$ cat src/rtl/fifo_traffic_gen_if.sv
// Producer-side bus between the traffic generator and the FIFO block,
// plus the scoreboard start pulse and per-FIFO FSM state for debug.
interface fifo_traffic_gen_if #(
  parameter int NUM_REQS = 2,
  parameter int WIDTH    = 8,
  parameter int IDW      = 1,
  parameter int BLW      = 4
);
  logic                      en;
  logic [BLW-1:0]            burst_len;
  logic [BLW-1:0]            gap_len;
  logic [NUM_REQS-1:0]       full;
  logic [WIDTH-IDW-1:0]      mark_seq;
  logic [NUM_REQS-1:0]       push;
  logic [NUM_REQS*WIDTH-1:0] flat_data_out;
  logic                      start;
  logic [2*NUM_REQS-1:0]     state_dbg;

  // Handshake: push[i] is the valid strobe and ~full[i] is ready; a word on
  // slice i transfers only in a cycle where push[i] & ~full[i], and the
  // generator never raises push[i] while full[i] is high.
  modport master (
    input  en, burst_len, gap_len, full, mark_seq,
    output push, flat_data_out, start, state_dbg
  );

  modport slave (
    output en, burst_len, gap_len, full, mark_seq,
    input  push, flat_data_out, start, state_dbg
  );
endinterface

$ cat src/rtl/fifo_traffic_gen.sv
// Burst/gap traffic generator: one independent IDLE/BURST/GAP FSM per FIFO,
// pushing self-describing {fifo index, sequence number} words.
module fifo_traffic_gen #(
  parameter int NUM_REQS = 2,
  parameter int WIDTH    = 8,
  parameter int IDW      = 1,
  parameter int BLW      = 4,
  parameter int FIFO_SEL = 0
) (
  input  logic              clk,
  input  logic              rst,
  fifo_traffic_gen_if.master bus
);
  localparam int SEQW = WIDTH - IDW;

  typedef enum logic [1:0] {
    IDLE  = 2'd0,
    BURST = 2'd1,
    GAP   = 2'd2
  } state_e;

  logic [NUM_REQS-1:0]       push;
  logic [NUM_REQS-1:0]       mark_hit;
  logic [NUM_REQS*WIDTH-1:0] flat_data;
  logic [2*NUM_REQS-1:0]     state_flat;
  logic [BLW-1:0]            burst_load;
  logic                      start;
  logic                      marked_q;

  // A zero burst length still produces one word per burst.
  assign burst_load = (bus.burst_len == '0) ? BLW'(1) : bus.burst_len;

  for (genvar g = 0; g < NUM_REQS; g++) begin : g_fifo
    state_e          state_q;
    logic [SEQW-1:0] seq_q;
    logic [BLW-1:0]  beat_q;
    logic [BLW-1:0]  gap_q;

    assign push[g]                      = (state_q == BURST) & bus.en & ~bus.full[g];
    assign mark_hit[g]                  = (seq_q == bus.mark_seq);
    assign flat_data[g*WIDTH +: WIDTH]  = {IDW'(g), seq_q};
    assign state_flat[2*g +: 2]         = state_q;

    always_ff @(posedge clk or posedge rst) begin
      if (rst) begin
        state_q <= IDLE;
        seq_q   <= '0;
        beat_q  <= '0;
        gap_q   <= '0;
      end else begin
        case (state_q)
          IDLE: begin
            if (bus.en) begin
              state_q <= BURST;
              beat_q  <= burst_load;
            end
          end
          BURST: begin
            // Stalls (full or en low) hold seq and beat: the burst stretches.
            if (push[g]) begin
              seq_q <= seq_q + SEQW'(1);
              if (beat_q == BLW'(1)) begin
                if (bus.gap_len == '0) begin
                  beat_q <= burst_load;
                end else begin
                  state_q <= GAP;
                  gap_q   <= bus.gap_len;
                  beat_q  <= '0;
                end
              end else begin
                beat_q <= beat_q - BLW'(1);
              end
            end
          end
          GAP: begin
            if (bus.en) begin
              if (gap_q == BLW'(1)) begin
                state_q <= BURST;
                beat_q  <= burst_load;
              end else begin
                gap_q <= gap_q - BLW'(1);
              end
            end
          end
          default: state_q <= IDLE;
        endcase
      end
    end
  end

  // marked is sticky so start fires once per reset, even after sequence wrap.
  assign start = push[FIFO_SEL] & mark_hit[FIFO_SEL] & ~marked_q;

  always_ff @(posedge clk or posedge rst) begin
    if (rst) begin
      marked_q <= 1'b0;
    end else if (start) begin
      marked_q <= 1'b1;
    end
  end

  assign bus.push          = push;
  assign bus.flat_data_out = flat_data;
  assign bus.start         = start;
  assign bus.state_dbg     = state_flat;
endmodule

$ cat src/flat_wrapper.sv
// flat-port wrapper written by rule: the top's interface ports become plain ports
module fifo_traffic_gen_flat 
#(
  parameter int NUM_REQS = 2,
  parameter int WIDTH    = 8,
  parameter int IDW      = 1,
  parameter int BLW      = 4,
  parameter int FIFO_SEL = 0
)
  (clk, rst, bus_en, bus_burst_len, bus_gap_len, bus_full, bus_mark_seq, bus_push, bus_flat_data_out, bus_start, bus_state_dbg);
  fifo_traffic_gen_if #(.NUM_REQS(NUM_REQS), .WIDTH(WIDTH), .IDW(IDW), .BLW(BLW)) bus_i ();
  input  logic clk;
  input  logic rst;
  input wire logic [$bits(bus_i.en)-1:0] bus_en;
  input wire logic [$bits(bus_i.burst_len)-1:0] bus_burst_len;
  input wire logic [$bits(bus_i.gap_len)-1:0] bus_gap_len;
  input wire logic [$bits(bus_i.full)-1:0] bus_full;
  input wire logic [$bits(bus_i.mark_seq)-1:0] bus_mark_seq;
  output wire logic [$bits(bus_i.push)-1:0] bus_push;
  output wire logic [$bits(bus_i.flat_data_out)-1:0] bus_flat_data_out;
  output wire logic [$bits(bus_i.start)-1:0] bus_start;
  output wire logic [$bits(bus_i.state_dbg)-1:0] bus_state_dbg;
  assign bus_i.en = bus_en;
  assign bus_i.burst_len = bus_burst_len;
  assign bus_i.gap_len = bus_gap_len;
  assign bus_i.full = bus_full;
  assign bus_i.mark_seq = bus_mark_seq;
  assign bus_push = bus_i.push;
  assign bus_flat_data_out = bus_i.flat_data_out;
  assign bus_start = bus_i.start;
  assign bus_state_dbg = bus_i.state_dbg;
  fifo_traffic_gen #(.NUM_REQS(NUM_REQS), .WIDTH(WIDTH), .IDW(IDW), .BLW(BLW), .FIFO_SEL(FIFO_SEL)) u_core (.clk(clk), .rst(rst), .bus(bus_i));
endmodule
$ cat config.mk
export PLATFORM = sky130hd
export DESIGN_NAME = fifo_traffic_gen_flat
export DESIGN_NICKNAME = d
export VERILOG_FILES = /design/src/rtl/fifo_traffic_gen_if.sv /design/src/rtl/fifo_traffic_gen.sv /design/src/flat_wrapper.sv
export SDC_FILE = /design/constraint.sdc
export NUM_CORES = 1
export LEC_CHECK = 0
export ABC_CLOCK_PERIOD_IN_PS = 4200
export BUFFER_PORTS_ARGS = -buffer_cell sky130_fd_sc_hd__buf_2
export CAP_MARGIN = 20
export CORE_MARGIN = 2
export CORE_UTILIZATION = 60
export CTS_BUF_LIST = sky130_fd_sc_hd__clkbuf_8
export DETAILED_ROUTE_END_ITERATION = 6
export PLACE_DENSITY_LB_ADDON = 0.1
export SLEW_MARGIN = 20
export SYNTH_ARGS = -nofsm -noshare
export SYNTH_HDL_FRONTEND = slang
export SYNTH_SLANG_ARGS = --single-unit
$ cat constraint.sdc
create_clock -name clk -period 4.2 [get_ports clk]
set_input_delay 0.84 -clock clk [delete_from_list [all_inputs] [get_ports clk]]
set_output_delay 0.84 -clock clk [all_outputs]
set_load 0.03 [all_outputs]
==> impl_metrics.json, run 1 <==
{
  "crit_top_cell": "buf_2",
  "ys_warn_count": 0,
  "antenna_found_initial": 0,
  "drt_pass1_iterations": 4,
  "dp_hpwl_um": 3140,
  "postCtsSetupRepairBufs": 0,
  "crit_type": "in2out",
  "hold_ws_ns": 0.467,
  "place.gp.congestion": 0.845,
  "timing.setup.tns_ns": 0,
  "holdBufCountCts": 0,
  "multiInputGateArea_mm2": 0.00118,
  "use_met1": 0.331,
  "syn_to_final_growth_pct": 14.7,
  "fin_skew_ns": 0.00639,
  "synthArstFlopShare": 1.00,
  "yosysSeqAreaShare": 0.409,
  "max_freq_ghz": 0.331,
  "drc": 0,
  "io_buffers": 40,
  "maxCapViolations": 0,
  "synthesis.nets": 254,
  "hp-class": "reg2reg",
  "cts_resized": 0,
  "tightest_slew_ns": 0.855,
  "synthDistinctLibCells": 49,
  "io_pins": 43,
  "cts_root_buf": "clkbuf_8",
  "overflow": 0,
  "p_per_area_mw_per_mm2": 641,
  "ir_drop_mv": 0.467,
  "final_cells": 310,
  "drtIter0Drc": 80,
  "finalCritPeriodShare": 0.720,
  "via_per_inst": 5.85,
  "antennaDiodeCount": 0,
  "synthCells": 224,
  "wl_per_cell_um": 13.5,
  "seqCellArea_um2": 876,
  "vias": 1813,
  "path_clk_slew_ns": 0.07,
  "required_ns": 3.36,
  "final_util": 0.724,
  "status": "finished, final reports clean",
  "core_mm2": 0.00339,
  "cts_max_level": 2,
  "ys_ff_latch": 35,
  "fillers": 284,
  "synthesis.area_mm2": 0.00214,
  "grt_pass1_wl_um": 7400,
  "max_slew_margin": 0.424,
  "gr-max-usage-layer": "met2",
  "synth-edff-count": 0,
  "met3_usage": 0.0440,
  "postRouteAntennaNets": 0,
  "leakage_nw": 1.12,
  "num-nets-final": 293,
  "die-area_mm2": 0.00406,
  "grt_usage": 0.226,
  "critPathCaptureType": "output pin",
  "start_kind": "input pin",
  "std_cell_rows": 21,
  "slowest_delay_ns": 0.30,
  "period_minus_slack_ns": 3.02,
  "insertion_delay_ns": 0.28,
  "cts-buffers-inserted": 5,
  "drv_slew": 0,
  "synth_area_per_cell_um2": 9.56,
  "dp_cells": 302,
  "setup_violations": 0,
  "clockBufferDepth": 2,
  "start_util": 0.632,
  "first_global_vias": 1631,
  "cts.sinks": 35,
  "critPathTopFamily": "buffers and inverters",
  "slowest_stage": "nor4bb_2",
  "drive_gt1_frac": 0.239,
  "cp.buffers_inverters": 3,
  "critPathMaxFanout": 11,
  "wirelength_um": 4190,
  "grt_max_degree": 36,
  "hold_viol": 0,
  "cts_tree": "built",
  "rsz0062_at_grt": "no",
  "arrival_ns": 2.18,
  "synthFlopType": "dfrtp_1",
  "grtUsageMet2": 0.346,
  "crit_chain": "buf_2, nor4bb_2, buf_4, nand3_1, nor4_1, buf_2",
  "die_h_um": 63.7,
  "die_w_um": 63.7
}
metrics by stage:
step                total power [mW]  instance area, um^2  setup WS (ns)
floorplan                       1.17                 2140          0.851
global placement                1.33                 2370           1.21
detailed placement              1.35                 2370           1.19
CTS                             1.58                 2450           1.17
global route                    1.71                 2450           1.05
finish                          1.57                 2450           1.18
path summary, 6_finish.rpt:
check                                       endpoint                       start  slack (ns)  cells after the start
max                                        bus_start                      bus_en        1.18                      6
min                        u_core.g_fifo[1].seq_q[6]   u_core.g_fifo[1].seq_q[6]        0.47                      1
max reg2reg                u_core.g_fifo[0].gap_q[2]  u_core.g_fifo[0].beat_q[1]        2.26                      6
min reg2reg                u_core.g_fifo[1].seq_q[6]   u_core.g_fifo[1].seq_q[6]        0.47                      1
max in group asynchronous  u_core.g_fifo[0].seq_q[0]                         rst        3.25                      3
min in group asynchronous  u_core.g_fifo[0].seq_q[5]                         rst        0.64                      3
layout by cell type, fill, tap and decap left out, types with 5 or more instances in the layout:
cell      Yosys  layout
xor2_1        5       5
buf_2         4      40
mux2_2        5       5
nand4_1       5       5
inv_1        12      13
nand3_1       5       5
clkbuf_8      0       5
o21ai_0      14      14
xnor2_1      14      14
nor2_1       11      11
nor3_1       10      10
nor2b_1       5       5
a21oi_1      14      14
ha_1         10      10
dfrtp_1      35      35
nand2_1      12      12
kinds of logic after synthesis:
group                      count (synthesis)  share of synthesized area
AOI/OAI and AO/OA                         53                      0.164
buffers and inverters                     22                     0.0444
adders and majority gates                 10                     0.0584
DFF                                       35                      0.409
xor gates and xnor gates                  19                     0.0777
other                                      2                    0.00351
and+or+nand+nor                           76                      0.207
muxes                                      7                     0.0357
worst register-to-register path, delay by kind of cell (launching register included):
family | cells | cell delay [ns]
buf+inv | 1 | 0.08
compound gates | 2 | 0.28
fa+ha+maj | 1 | 0.19
simple gates | 2 | 0.88
flops | 1 | 0.39
cell type report:
class / instances / share of cell area
Tap cell: 46 / 0.0234
Inverter: 12 / 0.0183
Clock inverter: 3 / 0.00663
Clock buffer: 5 / 0.0280
Multi-Input combinational cell: 167 / 0.479
Timing Repair Buffer: 42 / 0.0877
Sequential cell: 35 / 0.357
report_power, final:
group	total, mW	internal (mW)	switching (mW)
Sequential	0.640	0.474	0.166
Clock	0.234	0.113	0.120
Combinational	0.701	0.303	0.397
Total	1.57	0.891	0.683
registers in the layout (all words and copies together) (netlist names):
| register | cells |
|---|---|
| u_core.g_fifo.state_q | 4 |
| u_core.marked_q | 1 |
| u_core.g_fifo.gap_q | 8 |
| u_core.g_fifo.seq_q | 14 |
| u_core.g_fifo.beat_q | 8 |
synth_stat cells, drive strengths merged (2+ instances only):
cell type | instances | area, um^2
nand2b | 4 | 25.0
xor2 | 5 | 43.8
mux2 | 5 | 56.3
dfrtp | 35 | 876
o32ai | 3 | 26.3
a21oi | 14 | 70.1
ha | 10 | 125
nand3 | 6 | 35.0
o221a | 2 | 22.5
conb | 2 | 7.51
nor3b | 5 | 42.5
a31oi | 2 | 12.5
nor4 | 4 | 25.0
o2bb2ai | 3 | 26.3
nand4 | 5 | 31.3
o21ai | 16 | 80.1
xnor2 | 14 | 123
and3 | 5 | 36.3
mux2i | 2 | 20.0
buf | 6 | 35.0
nand2 | 12 | 45.0
nor2b | 5 | 31.3
clkbuf | 4 | 15.0
nor2 | 11 | 41.3
o211ai | 4 | 30.0
nor4b | 2 | 17.5
nor3 | 10 | 50.1
inv | 12 | 45.0
metal layers:
metal  vias up  wire, um
li1        890         -
met1       870      2010
met2        49      1960
met3         4       190
met4         0        26
met5         -         0
No activity file was read; power rests on OpenSTA's default activity.
==> run 2, diff against run 1 <==
ABC_CLOCK_PERIOD_IN_PS = 3000   (was 4200)
CORE_UTILIZATION = 57   (was 60)
clock period = 3 ns   (was 4.2 ns; I/O delays follow)
==> run 2 against run 1 <==
Compared with the run above:
- die area is 4.9% higher
- utilization is 3.5 points lower
- clock-buffer cell count is 1 higher
- first-iteration DRC count is 19% higher
- critical path type is now reg2out
==> impl_metrics.json, run 2 (synthesized netlist as in run 1, its figures left out) <==
{
  "arrival_ns": 1.94,
  "largest_register": "u_core.g_fifo.seq_q",
  "fillers": 296,
  "first_global_vias": 1654,
  "via_per_inst": 5.60,
  "max_freq_ghz": 0.393,
  "drive_gt1_frac": 0.248,
  "cts.sinks": 35,
  "final_cell_mix": "buf_2, dfrtp_1, o21ai_0, xnor2_1, a21oi_1",
  "grt_pass1_wl_um": 7450,
  "io_buffers": 40,
  "critPathMaxFanout": 7,
  "stdcell_area_mm2": 0.00250,
  "leakage_nw": 1.14,
  "ir_drop_mv": 0.653,
  "drc": 0,
  "setup_violations": 0,
  "place.gp.congestion": 0.801,
  "holdBufCountCts": 0,
  "std_cell_rows": 22,
  "antenna_found_initial": 0,
  "cts_tree": "built",
  "status": "finished, final reports clean",
  "postCtsSetupRepairBufs": 0,
  "antennaDiodeCount": 0,
  "dp_hpwl_um": 3300,
  "finalCritPeriodShare": 0.848,
  "reg_top3": "u_core.g_fifo.seq_q x14, u_core.g_fifo.beat_q x8, u_core.g_fifo.gap_q x8",
  "largest_reg_flops": 14,
  "die-area_mm2": 0.00426,
  "grt_usage": 0.231,
  "fin_skew_ns": 0.00666,
  "r2r_setup_slack_ns": 1.09,
  "p_per_area_mw_per_mm2": 932,
  "timing.rr.start": "u_core.g_fifo[0].beat_q[1]",
  "cts_max_level": 2,
  "start_kind": "flop",
  "cts-buffers-inserted": 5,
  "hold_viol": 0,
  "crit_chain": "nor4bb_2, nand3_1, nor4_1, buf_2",
  "grt_max_degree": 36,
  "clockBufferDepth": 2,
  "start_util": 0.589,
  "crit_type": "reg2out",
  "tightest_slew_ns": 0.650,
  "wirelength_um": 4490,
  "drv_slew": 0,
  "cts_root_buf": "clkbuf_8",
  "layout_commonest_cell": "buf_2",
  "timing.setup.tns_ns": 0,
  "wl_per_cell_um": 14.3,
  "path_clk_slew_ns": 0.07,
  "overflow": 0,
  "maxCapViolations": 0,
  "drtIter0Drc": 95,
  "die_w_um": 65.3,
  "die_h_um": 65.3,
  "insertion_delay_ns": 0.29,
  "rsz0062_at_grt": "no",
  "reg2reg_to": "u_core.g_fifo[0].gap_q[2]",
  "postRouteAntennaNets": 0,
  "io_pins": 43,
  "slowest_delay_ns": 0.47,
  "startpoint": "u_core.g_fifo[0].state_q[1]",
  "max_slew_margin": 0.566,
  "hp-class": "in2async",
  "place_area_mm2": 0.00239,
  "vias": 1757,
  "drt_pass1_iterations": 5,
  "cts_resized": 0,
  "num-nets-final": 295,
  "period_minus_slack_ns": 2.54,
  "r2r_cells": 6,
  "required_ns": 2.40,
  "critPathCaptureType": "output pin",
  "syn_to_final_growth_pct": 17.0,
  "core_mm2": 0.00363,
  "slowest_stage": "nor4bb_2"
}
[run 2: cell count changes in the layout (fill, tap and decap cells not counted)]
| cell | delta |
|---|---|
| buf_4 | +2 |
| inv_1 | -1 |
| clkbuf_8 | +1 |
| bufinv_16 | +1 |
| clkinvlp_4 | -1 |
[run 2: power by group]
group | internal, mW | switching [mW] | leakage, nW
registers | 0.663 | 0.237 | 0.432
clock network | 0.269 | 0.172 | 0.0612
logic | 0.428 | 0.566 | 0.651
total | 1.36 | 0.975 | 1.14
[run 2: routing by layer]
layer  up-vias  GRT usage  share of wire
li1        889          -              -
met1       821      0.303           0.49
met2        43      0.367           0.46
met3         4     0.0616          0.048
met4         0     0.0859          0.011
met5         -          0              0
[run 2: stage by stage]
step	total power, mW	hold slack [ns]	setup WS, ns	util	instances
finish	2.34	0.399	0.457	0.689	314
detailed placement	1.90	0.453	0.550	0.657	306
global route	2.51	0.435	0.348	0.689	314
global placement	1.87	0.451	0.543	0.657	306
floorplan	1.63	0.434	0.131	-	224
CTS	2.35	0.411	0.477	0.689	314
[run 2: worst max path at each step]
| stage | endpoint | slack, ns | cells past startpoint |
|---|---|---|---|
| after global placement | bus_start | 0.54 | 5 |
| after detailed placement | bus_start | 0.55 | 5 |
| after global routing | bus_start | 0.35 | 4 |
| after floorplan | bus_start | 0.13 | 4 |
| after CTS | bus_start | 0.48 | 4 |
| final | bus_start | 0.46 | 4 |
[run 2: final cells by class]
class	instances	area (um^2)	area share
Clock buffer	6	82.6	0.0330
Tap cell	48	60.1	0.0240
Multi-Input combinational cell	167	1180	0.470
Timing Repair Buffer	44	230	0.0919
Clock inverter	2	35.0	0.0140
Sequential cell	35	876	0.350
Inverter	12	45.0	0.0180
[run 2: worst max-delay path: cells and delay by family, from the launching register on]
kind | cells | cell delay [ns]
simple gates | 3 | 0.95
flops | 1 | 0.44
buf+inv | 1 | 0.26
==> run 3, diff against run 2 <==
ABC_CLOCK_PERIOD_IN_PS = 2330   (was 3000)
CORE_UTILIZATION = 51   (was 57)
clock period = 2.33 ns   (was 3 ns; I/O delays follow)
==> run 3 against run 2 <==
Compared with the run above:
- via count is 1.8% higher
- non-clock buffer count is 4 higher
- clock skew is 0.0015 ns higher
- clock-buffer cell count is 1 lower
- wire length is 2.2% higher
- power is 29% higher
- sequential power is 29% higher
- clock power is 25% higher
- combinational power is 31% higher
- first-iteration DRC count is 11% higher
- worst setup slack worse by 0.37 ns
- critical endpoint unchanged
- largest power group unchanged
- highest routed layer unchanged
==> impl_metrics.json, run 3 (synthesized netlist as in run 1, its figures left out) <==
{
  "status": "finished, final reports clean",
  "reg2reg_to": "u_core.g_fifo[1].gap_q[2]",
  "stdcell_area_mm2": 0.00256,
  "std_cell_rows": 23,
  "via_per_inst": 5.59,
  "maxCapViolations": 0,
  "fin_total_pwr_mw": 3.02,
  "cts_max_level": 2,
  "r2r_setup_slack_ns": 0.53,
  "path_clk_slew_ns": 0.08,
  "vias": 1788,
  "reg_top3": "u_core.g_fifo.seq_q x14, u_core.g_fifo.beat_q x8, u_core.g_fifo.gap_q x8",
  "crit_type": "reg2out",
  "die_h_um": 68.8,
  "critPathMaxFanout": 5,
  "drv_slew": 0,
  "grt_usage": 0.210,
  "holdBufCountCts": 0,
  "num-nets-final": 299,
  "grt_pass1_wl_um": 7420,
  "ir_drop_mv": 0.541,
  "routed-wl-met3_um": 199,
  "insertion_delay_ns": 0.29,
  "cts_root_buf": "clkbuf_8",
  "tightest_slew_ns": 0.492,
  "overflow": 0,
  "max_slew_margin": 0.669,
  "drc": 0,
  "cts-buffers-inserted": 5,
  "routed.top_layer": "met4",
  "antenna_found_initial": 0,
  "grt_max_degree": 36,
  "clockBufferDepth": 2,
  "dp_cells": 311,
  "finalCritPeriodShare": 0.962,
  "crit_end": "bus_start",
  "die_w_um": 68.8,
  "timing.rr.start": "u_core.g_fifo[1].gap_q[1]",
  "io_pins": 43,
  "p_per_area_mw_per_mm2": 1180,
  "drt_pass1_iterations": 4,
  "leakage_nw": 1.16,
  "r2r_cells": 6,
  "cts.sinks": 35,
  "final_cells": 320,
  "postRouteAntennaNets": 0,
  "cts_tree": "built",
  "wirelength_um": 4590,
  "critPathCaptureType": "output pin",
  "setup_violations": 0,
  "start_kind": "flop",
  "final_cell_mix": "buf_2, dfrtp_1, o21ai_0, xnor2_1, a21oi_1",
  "wl_per_cell_um": 14.3,
  "required_ns": 1.86,
  "met1Wirelength_um": 2140,
  "place_area_mm2": 0.00242,
  "arrival_ns": 1.78,
  "drtIter0Drc": 105,
  "startpoint": "u_core.g_fifo[0].state_q[1]",
  "period_minus_slack_ns": 2.24,
  "core_mm2": 0.00403,
  "largest_register": "u_core.g_fifo.seq_q",
  "fin_skew_ns": 0.00821,
  "antennaDiodeCount": 0,
  "syn_to_final_growth_pct": 19.6,
  "max_freq_ghz": 0.446,
  "io_buffers": 40,
  "drive_gt1_frac": 0.267,
  "dp_hpwl_um": 3300,
  "first_global_vias": 1678,
  "hp-class": "in2async",
  "hold_ws_ns": 0.273,
  "layout_commonest_cell": "buf_2",
  "wl_met2_um": 2190,
  "hold_viol": 0,
  "start_util": 0.531,
  "die-area_mm2": 0.00473,
  "largest_reg_flops": 14,
  "place.gp.congestion": 0.837
}
## run 3: cell types whose count changed in the layout (fill, tap and decap cells not counted)
cell / before / now
dfrtp_1: 35 / 34
clkinv_4: 0 / 1
buf_2: 40 / 39
nor4bb_2: 1 / 0
nor4_4: 0 / 1
nor4bb_4: 0 / 1
clkbuf_8: 6 / 5
nor4_1: 4 / 3
dfrtp_2: 0 / 1
buf_4: 4 / 9
## run 3: how the worst min path moves through the flow
stage | start | end | slack [ns] | depth (start not counted)
floorplan | u_core.marked_q | u_core.marked_q | 0.50 | 1
global placement | u_core.g_fifo[1].seq_q[6] | u_core.g_fifo[1].seq_q[6] | 0.45 | 1
detailed placement | u_core.g_fifo[1].seq_q[6] | u_core.g_fifo[1].seq_q[6] | 0.47 | 1
CTS | rst | u_core.g_fifo[0].gap_q[0] | 0.28 | 3
global route | rst | u_core.g_fifo[1].seq_q[5] | 0.32 | 3
finish | rst | u_core.g_fifo[1].seq_q[4] | 0.27 | 3
## run 3: per-stage QoR
stage                      util   TNS, ns  setup WS [ns]
after floorplan               -         0          0.107
after global placement    0.601         0          0.184
after detailed placement  0.601         0          0.183
after CTS                 0.630         0        0.00772
after global routing      0.635  -0.00434       -0.00434
final                     0.635         0         0.0878
## run 3: timing repair
item                       in CTS  in global routing
cloned                          0                  0
pin swaps                       0                  0
setup buffers                   0                  1
setup endpoints to repair       1                  1
gates resized for setup         1                  4
## run 3: report_power, final
part           internal (mW)  switching [mW]
registers              0.854           0.311
logic                  0.569           0.736
clock network          0.319           0.233
## run 3: layer usage
layer	GRT usage	up-vias
li1	-	902
met1	0.275	839
met2	0.347	40
met3	0.0373	7
met4	0.0760	0
met5	0	-
## run 3: cell type report
type,instances,area [um^2]
clock inverter,3,43.8
fill,354,1470
clock buffer,5,68.8
timing repair buffer,48,263
inverter,12,45.0
tap,50,62.6
multi-input combinational,167,1200
sequential,35,877
## run 3: critical path, cell delays in order (launching register included)
cell	delay, ns
dfrtp_2	0.45
nor4bb_4	0.31
buf_4	0.16
nand3_1	0.10
nor4_4	0.27
buf_4	0.20
